File: src/rtl/serial_parallel_multiplier_pkg.sv
// Shared definitions for the serial-parallel shift-add multiplier.
//   state_t   : control FSM states (IDLE, BUSY, DONE)
//   cnt_width : bit-counter width for a given operand width, $clog2(w+1),
//               wide enough to hold the terminal count w itself
package serial_parallel_multiplier_pkg;

    typedef enum logic [1:0] {
        IDLE,
        BUSY,
        DONE
    } state_t;

    localparam int unsigned DEF_WIDTH = 32;
    localparam int unsigned DEF_CNT_W = $clog2(DEF_WIDTH + 1);

    function automatic int unsigned cnt_width(input int unsigned w);
        return $clog2(w + 1);
    endfunction

endpackage

File: src/rtl/serial_parallel_multiplier_shift_add_datapath.sv
// Shift-add datapath: accumulator, multiplier shift register and the
// WIDTH+1-bit adder.
//   clk, rst : clock, synchronous active-high reset (clears all registers)
//   load     : latch mp/mc, clear the accumulator
//   step     : consume one multiplier bit (LSB first)
//   mp, mc   : multiplier (serial side), multiplicand (parallel side)
//   acc      : 2*WIDTH accumulator; holds the product after WIDTH steps
module shift_add_datapath
    import serial_parallel_multiplier_pkg::*;
#(
    parameter int unsigned WIDTH = 32
) (
    input  logic                 clk,
    input  logic                 rst,
    input  logic                 load,
    input  logic                 step,
    input  logic [WIDTH-1:0]     mp,
    input  logic [WIDTH-1:0]     mc,
    output logic [2*WIDTH-1:0]   acc
);

    logic [WIDTH-1:0] mp_r;
    logic [WIDTH-1:0] mc_r;
    logic [WIDTH-1:0] addend;
    logic [WIDTH:0]   sum;

    // Carry out of the upper-half add is kept and shifted into the MSB.
    always_comb begin
        addend = mp_r[0] ? mc_r : '0;
        sum    = {1'b0, acc[2*WIDTH-1:WIDTH]} + {1'b0, addend};
    end

    always_ff @(posedge clk) begin
        if (rst) begin
            acc  <= '0;
            mp_r <= '0;
            mc_r <= '0;
        end else if (load) begin
            acc  <= '0;
            mp_r <= mp;
            mc_r <= mc;
        end else if (step) begin
            acc  <= {sum, acc[WIDTH-1:1]};
            mp_r <= {1'b0, mp_r[WIDTH-1:1]};
        end
    end

endmodule

File: src/rtl/serial_parallel_multiplier.sv
// Unsigned WIDTH x WIDTH serial-parallel multiplier with start/done handshake.
//   clk   : clock, rising edge
//   rst   : synchronous active-high reset, priority over start
//   MP    : multiplier operand, consumed one bit per clock LSB first
//   MC    : multiplicand operand, applied in parallel
//   start : level-sampled request; accepted in IDLE or DONE
//   P     : registered 2*WIDTH product, held until the next result completes
//   done  : high while P holds a completed result
// Latency: start accepted at edge N -> done/P valid after edge N+WIDTH+1.
module serial_parallel_multiplier
    import serial_parallel_multiplier_pkg::*;
#(
    parameter int unsigned WIDTH = 32
) (
    input  logic                 clk,
    input  logic                 rst,
    input  logic [WIDTH-1:0]     MP,
    input  logic [WIDTH-1:0]     MC,
    input  logic                 start,
    output logic [2*WIDTH-1:0]   P,
    output logic                 done
);

    localparam int unsigned CW = cnt_width(WIDTH);

    state_t              state, state_n;
    logic   [CW-1:0]     cnt;
    logic                load, step, finish;
    logic   [2*WIDTH-1:0] acc;

    shift_add_datapath #(.WIDTH(WIDTH)) u_dp (
        .clk  (clk),
        .rst  (rst),
        .load (load),
        .step (step),
        .mp   (MP),
        .mc   (MC),
        .acc  (acc)
    );

    always_ff @(posedge clk) begin
        if (rst) state <= IDLE;
        else     state <= state_n;
    end

    // BUSY spends WIDTH edges stepping, then one more edge to publish P.
    always_comb begin
        state_n = state;
        load    = 1'b0;
        step    = 1'b0;
        finish  = 1'b0;
        case (state)
            IDLE, DONE: begin
                if (start) begin
                    load    = 1'b1;
                    state_n = BUSY;
                end
            end
            BUSY: begin
                if (cnt == CW'(WIDTH)) begin
                    finish  = 1'b1;
                    state_n = DONE;
                end else begin
                    step = 1'b1;
                end
            end
            default: state_n = IDLE;
        endcase
    end

    always_ff @(posedge clk) begin
        if (rst)       cnt <= '0;
        else if (load) cnt <= '0;
        else if (step) cnt <= cnt + 1'b1;
    end

    always_ff @(posedge clk) begin
        if (rst) begin
            P    <= '0;
            done <= 1'b0;
        end else if (load) begin
            done <= 1'b0;
        end else if (finish) begin
            P    <= acc;
            done <= 1'b1;
        end
    end

endmodule

File: config.mk
export PLATFORM = sky130hd
export DESIGN_NAME = serial_parallel_multiplier
export DESIGN_NICKNAME = d
export VERILOG_FILES = /design/src/rtl/serial_parallel_multiplier_pkg.sv /design/src/rtl/serial_parallel_multiplier_shift_add_datapath.sv /design/src/rtl/serial_parallel_multiplier.sv
export SDC_FILE = /design/constraint.sdc
export NUM_CORES = 1
export LEC_CHECK = 0
export CORE_MARGIN = 5
export CORE_UTILIZATION = 45
export DETAILED_ROUTE_END_ITERATION = 12
export MAX_ROUTING_LAYER = met4
export PLACE_DENSITY = 0.68
export SYNTH_ARGS = -nofsm -noshare
export SYNTH_HDL_FRONTEND = slang
export SYNTH_SLANG_ARGS = --single-unit
File: constraint.sdc
create_clock -name clk -period 3.17 [get_ports clk]
set_input_delay 0.317 -clock clk [delete_from_list [all_inputs] [get_ports clk]]
set_output_delay 0.317 -clock clk [all_outputs]
set_load 0.05 [all_outputs]
Yosys cells after proc, flatten, opt, wreduce, memory -nomap -nowiden. Cells that the tools add are included.

Flip-flop bits (word level): 201. Latch bits: 0. Memory bits (writable): 0. ROM bits: 0. Bits of input ports: 67. Output and inout port bits: 65. Memories kept: 0.

Add/subtract/negate cells: 2. Multiply operators: 0. Divide/modulo/power cells: 0. $lt $le $gt $ge: 0. Equality and inequality tests: 5. Shifts and indexed selects: 0. Multiplexer cells: 12. Bitwise operators: 1. Reductions and logical operators: 6.

Operators with widths (count): $mux W32 (3); $add A32 B32 Y33 (1); $add A6 B1 Y6 const B (1); $eq A6 B6 Y1 const B (1); $mux W1 (6); $mux W2 (2); $ne A2 B2 Y1 const B (2); $pmux W2 S2 (1); $reduce_and A2 Y1 (2); $reduce_or A2 Y1 (2); $eq A2 B1 Y1 const B (1); $eq A2 B2 Y1 const B (1); $logic_not A2 Y1 (1); $reduce_bool A2 Y1 (1); $not A1 Y1 (1).

Longest topological paths before layout.
Depth after elaboration: 5. Depth in mapped cells: 12.

Modules after synthesis. Synthesis repeated with hierarchy kept, for this count alone.

Cell total of the unflattened synthesis: 1112. Area total of the unflattened synthesis: 9746.8 um^2.

Modules (own cells, without submodules): shift_add_datapath (instances 1, cells each 787, area an instance 6646.4 um^2, seq. area each 2562.5 um^2); serial_parallel_multiplier (instances 1, cells each 325, area an instance 3100.5 um^2, seq. area each 1461.4 um^2).

Worst setup path after synthesis. Ideal clock, no wire load.

Kind: flip-flop to flip-flop. From: reg u_dp.mp_r[0]. To: reg u_dp.acc[59]. Library setup time: 120 ps. Arrival: 2776 ps. Data required time: 3050 ps. Slack: 274 ps. Cell stages (with the launch flop): 13. Path buffers: 1. Period minus slack after synthesis: 2896 ps. Cell sequence: dfxtp_1 clkbuf_1 and2_1 ha_1 fa_1 a21o_1 a221o_1 a31oi_2 o21ai_2 a31o_4 a31oi_4 nor4_1 a211o_1.

Longest elaborated chain between the ends: 2.

RTL lines: start, declared (RTL line serial_parallel_multiplier_shift_add_datapath.sv:22) `logic [WIDTH-1:0] mp_r;`; start signal, assigned (RTL line serial_parallel_multiplier_shift_add_datapath.sv:40) `mp_r <= mp;`; start signal, assigned (RTL line serial_parallel_multiplier_shift_add_datapath.sv:44) `mp_r <= {1'b0, mp_r[WIDTH-1:1]};`; $mux W32 (RTL line serial_parallel_multiplier_shift_add_datapath.sv:29) `addend = mp_r[0] ? mc_r : '0;`; $add A32 B32 Y33 (RTL line serial_parallel_multiplier_shift_add_datapath.sv:30) `sum = {1'b0, acc[2*WIDTH-1:WIDTH]} + {1'b0, addend};`; end signal, assigned (RTL line serial_parallel_multiplier_shift_add_datapath.sv:43) `acc <= {sum, acc[WIDTH-1:1]};`; end, declared (RTL line serial_parallel_multiplier_shift_add_datapath.sv:19) `output logic [2*WIDTH-1:0] acc`.

No other way between the ends. A chain may end at the register's enable or synchronous reset.

Worst setup path after layout. Same ends and word-level chain as after synthesis.

==> out/results.ini <==
[run_status]
outcome = completed

[critical_path]
max_stage_delay_ns = 0.41
critPathArrivalTime_ns = 3.39
end_kind = flip-flop
slowest_stage = fa_1
crit_buf_inv = 0
worst_setup_path_start_kind = flip-flop
crit_chain = and2_1, ha_1, fa_1, a21o_1, a221o_1, a31oi_2, o21ai_2, a31o_4, a31oi_4, nor4_1, a211o_1
startpoint = u_dp.mp_r[0]$_SDFFE_PP0P_
path_delay_family = compound AO/OA/AOI/OAI gates
rrSetupSlack_ns = 0.17
crit_required_ns = 3.56
r2r-start = u_dp.mp_r[0]$_SDFFE_PP0P_
critical_path_class = reg2reg
crit_fanout = 5

[cts]
clk_latency_ns = 0.50
cts-root-buf = clkbuf_16
path_clk_slew_ns = 0.06
cts_tree = built
cts_num_sinks = 201
hold_buffers = 0
cts_buffers = 22
postCtsSetupBuffers = 0
clockBufferDepth = 3
cts_resized = 0
h-tree-depth = 1

[grt]
antenna_found_initial = 0
gr-usage-all-layers_pct = 20.0
grt_first_pass_wirelength_mm = 39.2
grt.overflow.total = 0
first_global_vias = 7678
grt_max_degree = 79

[route]
drt-pass1-iter-count = 5
num_vias = 8220
avgViaCountPerCell = 5.26
postRouteAntennaNets = 0
drc = 0
wirelength_mm = 23.4
drtIter0Drc = 452
wl_per_cell_um = 14.9

[sta]
finalSetupViolations = 0
tightest_slew_ns = 0.980
final.setup.worst_slack_ns = 0.169
hold_viol = 0
drv_slew = 0
setup-tns-final_ns = 0
post-route-period-util_pct = 94.7
rsz0062_at_grt = false
min_period_ns = 3.00
finClkSkew_ns = 0.0111
fmax_mhz = 333
whs_ns = 0.353
timing.slew.headroom_pct = 34.4

[synth]
ys_seq_elements = 201
synth.area.top_cells = dfxtp_1 (44%), nand2_1 (16%), a21oi_1 (9.7%), ha_1 (4.7%), clkbuf_1 (3.2%)
synth_area_sq_um = 9130
seq_area_frac_synth_pct = 44.1
async_reset_ff_share_pct = 0
synth_cell_types = 60
syn_avg_cell_area_sq_um = 7.66
syn-num-nets = 1295
synth_edf_count = 0
netlist.area_leader.share_pct = 44.1
yosysTopAreaCell = dfxtp_1
ys.flop_type = dfxtp_1
synth_cells = 1193
yosysWarnings = 0

[floorplanning]
row_count = 52
core_area_sq_um = 20100
io_pins = 132
dieArea_sq_um = 23200
initial_core_util_pct = 45.4
dieWidth_um = 152
fp.dieH_um = 152

[placement]
numPortBuffers = 131
place_ws_ns = 0.244
hpwl_mm = 15.6
gp_congestion = 0.921

[worst_hold_path]
holdCritStartpoint = rst
hp-class = in2reg

[finish]
area_growth_pct = 24.2
fin_nets = 1380
fillers = 1878
drive_above_1_share_pct = 5.18
diodes = 0

[job]
drv_cap = 0

[power_and_ir_drop]
p_leak_nw = 4.10
ir_drop_mv = 0.415
power_density_nw_per_um2 = 488

cells in the mapped netlist, types with 6 or more instances:
cell type  instances
dfxtp_1          201
o21ai_1           20
ha_1              34
and3_1             7
nand4_1           10
a21o_1            15
nor2b_1            7
xnor2_1           15
clkbuf_1          78
nand2_1          391
nand2b_1           6
nor3_1             6
xor2_1            11
and2_1            35
a21oi_1          177
nand3_1           11
o21ai_0            8
nor2_1            57
a311oi_1          31
inv_1              6
a31oi_1            7
flip-flops by register name, indices dropped and copies added (netlist names):
name       flops
u_dp.mc_r     32
u_dp.mp_r     32
u_dp.acc      64
cnt            6
P             64
done           1
state          2
power by group:
group / internal [mW] / leakage (nW) / switching, mW
registers: 2.60 / 1.63 / 0.0403
clock network: 1.45 / 0.353 / 1.01
logic: 0.174 / 2.12 / 0.268
total: 4.22 / 4.10 / 1.32
path summary, 6_finish.rpt:
check | to | cells past startpoint
min | state[0]$_SDFFE_PP0P_ | 2
max reg2reg | u_dp.acc[59]$_SDFFE_PP0P_ | 11
min reg2reg | u_dp.mc_r[9]$_SDFFE_PP0P_ | 2
max | u_dp.acc[59]$_SDFFE_PP0P_ | 11
logic make-up after synthesis:
group | Yosys count | share of synthesized area (%)
AND/OR/NAND/NOR | 541 | 24.7
AO/OA/AOI/OAI | 297 | 19.9
flip-flops | 201 | 44.1
buffers and inverters | 91 | 3.80
adder cells (fa/ha/maj) | 35 | 4.88
XOR/XNOR | 26 | 2.49
multiplexers | 2 | 0.219
per-layer routing:
layer / wire, um / track usage [%]
met5: 0 / -
met4: 290 / 3.82
met3: 1050 / 2.98
met2: 10400 / 31.3
met1: 11600 / 28.0
metrics by stage:
step | power (mW) | utilization [%] | instances | area [sq um]
finish | 5.53 | 56.4 | 1563 | 11300
global route | 5.77 | 56.4 | 1563 | 11300
CTS | 5.59 | 56.4 | 1563 | 11300
detailed placement | 3.14 | 52.9 | 1524 | 10600
global placement | 3.14 | 52.9 | 1524 | 10600
floorplan | 2.95 | - | 1193 | 9130
cells in the final DEF (no fill, tap or decap), drive strengths merged, types with 9 or more instances in the layout:
master and n:
a21o 15, a21oi 177, a311oi 32, a31oi 9
and2 35, buf 16, clkbuf 33, clkdlybuf4s50 130
dfxtp 201, ha 34, nand2 392, nand3 11
nand4 10, nor2 57, o21ai 29, xnor2 15
xor2 11
area by class of cell:
type	instances	area (sq um)	share of cell area [%]
multi-input combinational	901	4790	42.3
sequential	201	4020	35.5
timing repair buffer	146	1460	12.9
clock buffer	33	662	5.83
tap	270	338	2.98
clock inverter	6	45.0	0.397
inverter	6	22.5	0.199
Power figures use the tool's default switching activity.
